$ cat src/rtl/usart_receiver_if.sv
// Receive-side bundle between the USART front end and its consumer.
interface usart_receiver_if;
    logic [11:0] clocks_per_bit;
    logic        rx_pin;
    logic        rx_ready;
    logic [7:0]  rx_data;
    logic        rx_valid;
    logic        framing_error;
    logic        overrun_error;
    logic        busy;

    modport master (
        output clocks_per_bit, rx_pin, rx_ready,
        input  rx_data, rx_valid, framing_error, overrun_error, busy
    );

    modport slave (
        input  clocks_per_bit, rx_pin, rx_ready,
        output rx_data, rx_valid, framing_error, overrun_error, busy
    );
endinterface

$ cat src/rtl/usart_receiver.sv
// 8N1 USART receiver: synchroniser, mid-bit sampling FSM, one-entry holding register.
//
// state   | meaning
// --------+-------------------------------------------------------
// S_IDLE  | line idle, waiting for a falling edge on the synchronised line
// S_START | counting to mid start bit, confirming it is still low
// S_DATA  | sampling 8 data bits LSB first, one per bit period
// S_STOP  | sampling the stop bit, delivering or flagging the byte
// S_BREAK | stop bit was low; waiting for the line to return high
module usart_receiver #(
    parameter int SYNC_STAGES = 2
) (
    input  logic             i_comm_clock,
    input  logic             i_reset_n,
    usart_receiver_if.slave  bus
);

    typedef enum logic [2:0] {
        S_IDLE,
        S_START,
        S_DATA,
        S_STOP,
        S_BREAK
    } state_t;

    logic [SYNC_STAGES-1:0] r_sync;
    logic                   r_rx_prev;
    logic                   w_rx_sync;

    state_t      r_state, w_state_nxt;
    logic [11:0] r_cnt, w_cnt_nxt;
    logic [11:0] r_cpb, w_cpb_nxt;
    logic [2:0]  r_bit_idx, w_bit_idx_nxt;
    logic [7:0]  r_shift, w_shift_nxt;
    logic        w_deliver;
    logic        w_frame_err;

    logic [7:0]  r_data;
    logic        r_valid;
    logic        r_framing_error;
    logic        r_overrun_error;

    assign w_rx_sync = r_sync[SYNC_STAGES-1];

    // Bring rx_pin into the clock domain and keep the previous value for edge detect.
    always_ff @(posedge i_comm_clock or negedge i_reset_n) begin
        if (!i_reset_n) begin
            r_sync    <= '1;
            r_rx_prev <= 1'b1;
        end else begin
            r_sync    <= {r_sync[SYNC_STAGES-2:0], bus.rx_pin};
            r_rx_prev <= w_rx_sync;
        end
    end

    // FSM state, bit timer, bit index, shift register and latched divider.
    always_ff @(posedge i_comm_clock or negedge i_reset_n) begin
        if (!i_reset_n) begin
            r_state   <= S_IDLE;
            r_cnt     <= 12'd0;
            r_cpb     <= 12'd0;
            r_bit_idx <= 3'd0;
            r_shift   <= 8'd0;
        end else begin
            r_state   <= w_state_nxt;
            r_cnt     <= w_cnt_nxt;
            r_cpb     <= w_cpb_nxt;
            r_bit_idx <= w_bit_idx_nxt;
            r_shift   <= w_shift_nxt;
        end
    end

    // Next-state logic; a sample is taken in timed states when the timer reaches zero.
    always_comb begin
        w_state_nxt   = r_state;
        w_cnt_nxt     = r_cnt;
        w_cpb_nxt     = r_cpb;
        w_bit_idx_nxt = r_bit_idx;
        w_shift_nxt   = r_shift;
        w_deliver     = 1'b0;
        w_frame_err   = 1'b0;

        if (r_state == S_START || r_state == S_DATA || r_state == S_STOP) begin
            if (r_cnt != 12'd0) begin
                w_cnt_nxt = r_cnt - 12'd1;
            end else begin
                w_cnt_nxt = r_cpb - 12'd1;
            end
        end

        unique case (r_state)
            S_IDLE: begin
                if (r_rx_prev && !w_rx_sync) begin
                    w_state_nxt = S_START;
                    w_cnt_nxt   = bus.clocks_per_bit >> 1;
                    w_cpb_nxt   = bus.clocks_per_bit;
                end
            end
            S_START: begin
                if (r_cnt == 12'd0) begin
                    if (!w_rx_sync) begin
                        w_state_nxt   = S_DATA;
                        w_bit_idx_nxt = 3'd0;
                    end else begin
                        w_state_nxt = S_IDLE;
                    end
                end
            end
            S_DATA: begin
                if (r_cnt == 12'd0) begin
                    w_shift_nxt = {w_rx_sync, r_shift[7:1]};
                    if (r_bit_idx == 3'd7) begin
                        w_state_nxt = S_STOP;
                    end else begin
                        w_bit_idx_nxt = r_bit_idx + 3'd1;
                    end
                end
            end
            S_STOP: begin
                if (r_cnt == 12'd0) begin
                    if (w_rx_sync) begin
                        w_deliver   = 1'b1;
                        w_state_nxt = S_IDLE;
                    end else begin
                        w_frame_err = 1'b1;
                        w_state_nxt = S_BREAK;
                    end
                end
            end
            S_BREAK: begin
                if (w_rx_sync) begin
                    w_state_nxt = S_IDLE;
                end
            end
            default: begin
                w_state_nxt = S_IDLE;
            end
        endcase
    end

    // Holding register with overrun detection; a same-cycle transfer frees the slot.
    always_ff @(posedge i_comm_clock or negedge i_reset_n) begin
        if (!i_reset_n) begin
            r_data          <= 8'd0;
            r_valid         <= 1'b0;
            r_framing_error <= 1'b0;
            r_overrun_error <= 1'b0;
        end else begin
            r_framing_error <= w_frame_err;
            r_overrun_error <= w_deliver && r_valid && !bus.rx_ready;
            if (w_deliver && (!r_valid || bus.rx_ready)) begin
                r_data  <= r_shift;
                r_valid <= 1'b1;
            end else if (r_valid && bus.rx_ready) begin
                r_valid <= 1'b0;
            end
        end
    end

    assign bus.rx_data       = r_data;
    assign bus.rx_valid      = r_valid;
    assign bus.framing_error = r_framing_error;
    assign bus.overrun_error = r_overrun_error;
    assign bus.busy          = (r_state != S_IDLE);

endmodule

$ cat src/flat_wrapper.sv
// flat-port wrapper written by rule: the top's interface ports become plain ports
module usart_receiver_flat 
#(
    parameter int SYNC_STAGES = 2
)
  (i_comm_clock, i_reset_n, bus_clocks_per_bit, bus_rx_pin, bus_rx_ready, bus_rx_data, bus_rx_valid, bus_framing_error, bus_overrun_error, bus_busy);
  usart_receiver_if bus_i ();
  input  logic i_comm_clock;
  input  logic i_reset_n;
  input wire logic [$bits(bus_i.clocks_per_bit)-1:0] bus_clocks_per_bit;
  input wire logic [$bits(bus_i.rx_pin)-1:0] bus_rx_pin;
  input wire logic [$bits(bus_i.rx_ready)-1:0] bus_rx_ready;
  output wire logic [$bits(bus_i.rx_data)-1:0] bus_rx_data;
  output wire logic [$bits(bus_i.rx_valid)-1:0] bus_rx_valid;
  output wire logic [$bits(bus_i.framing_error)-1:0] bus_framing_error;
  output wire logic [$bits(bus_i.overrun_error)-1:0] bus_overrun_error;
  output wire logic [$bits(bus_i.busy)-1:0] bus_busy;
  assign bus_i.clocks_per_bit = bus_clocks_per_bit;
  assign bus_i.rx_pin = bus_rx_pin;
  assign bus_i.rx_ready = bus_rx_ready;
  assign bus_rx_data = bus_i.rx_data;
  assign bus_rx_valid = bus_i.rx_valid;
  assign bus_framing_error = bus_i.framing_error;
  assign bus_overrun_error = bus_i.overrun_error;
  assign bus_busy = bus_i.busy;
  usart_receiver #(.SYNC_STAGES(SYNC_STAGES)) u_core (.i_comm_clock(i_comm_clock), .i_reset_n(i_reset_n), .bus(bus_i));
endmodule
$ cat config.mk
export PLATFORM = sky130hd
export DESIGN_NAME = usart_receiver_flat
export DESIGN_NICKNAME = d
export VERILOG_FILES = /design/src/rtl/usart_receiver_if.sv /design/src/rtl/usart_receiver.sv /design/src/flat_wrapper.sv
export SDC_FILE = /design/constraint.sdc
export NUM_CORES = 1
export LEC_CHECK = 0
export ABC_AREA = 0
export CAP_MARGIN = 20
export CORE_MARGIN = 1.5
export CORE_UTILIZATION = 35
export DETAILED_ROUTE_END_ITERATION = 8
export PLACE_DENSITY = 0.66
export SLEW_MARGIN = 20
export SYNTH_ARGS = -nofsm -noshare
export SYNTH_HDL_FRONTEND = slang
export SYNTH_SLANG_ARGS = --single-unit
export TNS_END_PERCENT = 1
$ cat constraint.sdc
create_clock -name i_comm_clock -period 2.45 [get_ports i_comm_clock]
set_input_delay 0.6125 -clock i_comm_clock [delete_from_list [all_inputs] [get_ports i_comm_clock]]
set_output_delay 0.6125 -clock i_comm_clock [all_outputs]
set_load 0.05 [all_outputs]
==> run summary <==
Status -> complete, no violations
Number of antenna violations at the first check in global routing -> 0
End of the worst register-to-register path -> u_core.r_cnt[8]
Gate count after technology mapping -> 249
Largest delay contributor family on the critical path -> simple AND/OR/NAND/NOR gates
Number of vias per cell after detailed routing -> 5.292
Power density of the placed cells -> 1006 mW/mm2
TritonCTS Buffers -> 5
Synth Cell Area -> 0.002594 mm2
Iter 0 DRT Violations -> 185
Crit. End Element -> flip-flop
Path class of the lowest-slack min-delay path -> in -> async
Count of port buffers added during placement -> 27
Height of the die -> 89.09 um
Starting utilization of the core area -> 35.95%
Io pins -> 28
CTS tree -> yes
Power share of the clock group -> 16.5%
Sum of overflow across all layers after global routing -> 0
Count of final hold-check violations -> 0
Post-synth EDFFs -> 0
Ys flop type -> dfrtp_1
Worst slew margin -> 48.69%
Routed Antenna Nets -> 0
CP max stage delay -> 590 ps
Number of rows in the core area -> 31
Buffers & Inverters on Critical Path -> 1
Total power -> 0.003199 W
Cells on worst reg2reg path -> 9
Worst path arrival time -> 2570 ps
Synth-to-layout area growth -> 22.58%
Number of detailed-route iterations in the first pass -> 4
CP Max Fanout -> 5
Cell-by-cell trace of the critical path -> or4_4, nor4_4, a21oi_1, ha_1, or2b_2, buf_4, nor3b_1, a311o_1, o2111ai_1
FFs w/ async S/R, synth -> 100.0%
Mapped Nets -> 268
Setup CP Type -> reg -> reg
Proportion of total power due to net switching -> 40.52%
Detailed-route wire length per cell -> 14.28 um
Number of cells upsized or downsized after cts -> 3
Measured slew at the worst slew-check pin -> 769.6 ps
Detailed-route DRC error count -> 0
Setup bufs post-CTS -> 0
Clock latency on the worst-skew pair -> 320 ps
Die outline area -> 0.007936 mm2
Required time worst endpoint -> 2670 ps
Width of the die -> 89.09 um
Yosys warnings -> 0
Via count of the first global-routing pass -> 1,911
Part of the Yosys area used for sequential elements -> 50.31%
Worst reg2reg path startpoint -> u_core.r_cnt[5]
Number of sinks handled by clock tree synthesis -> 52
Worst VDD drop -> 0.4119 mV
Cell taking the most area after synthesis -> dfrtp_1
Maximum number of pins on one net before global-route repair -> 36
Most repeated cell in the gate-level netlist after synthesis -> dfrtp_1
Final Instance Count excl. Fillers -> 394
Placeable Area -> 0.007214 mm2
CTS Hold Buffers Added -> 0
RSZ-0062 raised after global routing -> true
Clk slew on worst S/H paths -> 100 ps
Wire length of the first global-routing pass -> 9287 um
Post-route minimum period -> 2342 ps
Cell count after placement -> 386
Startpoint type of the worst setup path -> flip-flop
Reg2Reg Setup Slack -> 110 ps
Fraction of synthesized cell area taken by the top area cell type -> 47.27%
Slack of the critical path -> 108.2 ps
Part of the power in combinational logic -> 43.3%
Slew Limit Fails -> 0
Cell type of the slowest stage on the worst timing path -> or4_4
H-tree level count -> 2
Overall global routing resource usage -> 15.20%
Final setup skew -> 8.001 ps
CP startpoint -> u_core.r_cnt[5]
Synthesized area per cell -> 10.42 um2
Number of different library cells in the post-synthesis netlist -> 55
Routability-driven placement congestion ratio -> 0.9228
Fin nets -> 313
Final period util -> 95.58%
Clock root buffer master -> clkbuf_8
Worst setup slack after placement -> -7.833 ps
Part of the power in registers -> 40.2%
Static leakage -> 1.443 nW
Sum of net half-perimeters after detailed placement -> 4091 um
Dominant cells by area after synthesis -> dfrtp_1 (47%), mux2_2 (7.8%), nand2_1 (6.8%)
Number of violations of the max-capacitance limit -> 0
Endpoints failing setup -> 0
Switching power summed over all nets -> 0.001296 W
Routed via count -> 2,085
Detailed-route wire length -> 5626 um
Most numerous cell types in the synthesized netlist -> dfrtp_1 (49), nand2_1 (47), mux2_2 (18), nor2_1 (13), a21oi_1 (10)
Max frequency -> 0.4270 GHz
Buffer depth of the longest clock path -> 2
Share of layout cells above drive strength 1 -> 23.05%
Register bit total from synthesis -> 52
Antenna diodes -> 0
Internal Dissipation -> 0.001903 W
power by group through the flow:
stage	registers, W	logic, W	clock network, W
3_3_place_gp	0.00129	0.00135	0
2_1_floorplan	0.00126	0.000930	0
5_1_grt	0.00131	0.00154	0.000570
6_report	0.00128	0.00139	0.000527
3_5_place_dp	0.00129	0.00138	0
4_1_cts	0.00128	0.00138	0.000552
stage by stage:
stage / cell area [um2] / setup TNS (ps) / hold WS (ps) / util, %
after floorplan: 2594 / 0 / 316.9 / -
after global placement: 3073 / 0 / 345.9 / 42.59
after detailed placement: 3073 / -7.833 / 350.4 / 42.59
after CTS: 3179 / 0 / 366.7 / 44.07
after global routing: 3179 / -30.81 / 371.5 / 44.07
final: 3179 / 0 / 362.0 / 44.07
cells by family (layout without fill, tap and decap cells):
logic type      count (synthesis)  after routing  synth area share (%)
buf+inv                        11             57                 2.894
mux                            18             18                 7.815
simple gates                  105            105                 21.03
fa+ha+maj                       3              3                 1.447
flops                          52             52                 50.31
xor+xnor                        5              5                 1.689
compound gates                 55             55                 14.81
sequential cells by signal, indices dropped and copies added (netlist names):
| register | flops |
|---|---|
| u_core.bus.framing_error | 1 |
| u_core.bus.overrun_error | 1 |
| u_core.bus.rx_data | 8 |
| u_core.bus.rx_valid | 1 |
| u_core.r_bit_idx | 3 |
| u_core.r_cnt | 12 |
| u_core.r_cpb | 12 |
| u_core.r_rx_prev | 1 |
| u_core.r_shift | 8 |
| u_core.r_state | 3 |
| u_core.r_sync | 2 |
placed cells by master (no fill, tap or decap), types with 4 or more instances in the layout:
cell type	n
dfrtp_1	49
nand2_1	47
clkdlybuf4s50_1	25
buf_4	22
mux2_2	18
nor2_1	13
a21oi_1	10
o21ai_0	9
o211ai_1	7
nor3_1	6
nor4_1	5
clkbuf_8	5
o2111ai_1	4
or3_1	4
a31oi_1	4
o31ai_1	4
nor2b_1	4
a21o_1	4
layout make-up:
type,count,area (um2)
Tap cell,99,123.9
Multi-Input combinational cell,186,1224
Timing Repair Buffer,49,429.2
Clock buffer,5,68.82
Fill cell,748,4035
Clock inverter,3,28.78
Sequential cell,52,1305
how the worst max path moves through the flow:
stage,endpoint,cells past startpoint
after floorplan,u_core.r_cnt[4],9
after global placement,u_core.r_cnt[6],9
after detailed placement,u_core.r_cnt[10],9
after CTS,u_core.bus.rx_data[3],6
after global routing,u_core.r_cnt[8],9
final,u_core.r_cnt[8],9
metal layers:
layer | vias to the layer above | wire length (um) | GRT usage, %
met3 | 4 | 299 | 2.678
met4 | 0 | 78 | 6.154
met5 | - | 0 | 0
li1 | 997 | - | -
met1 | 1024 | 2651 | 21.35
met2 | 60 | 2596 | 23.31
Power figures use the tool's default switching activity.
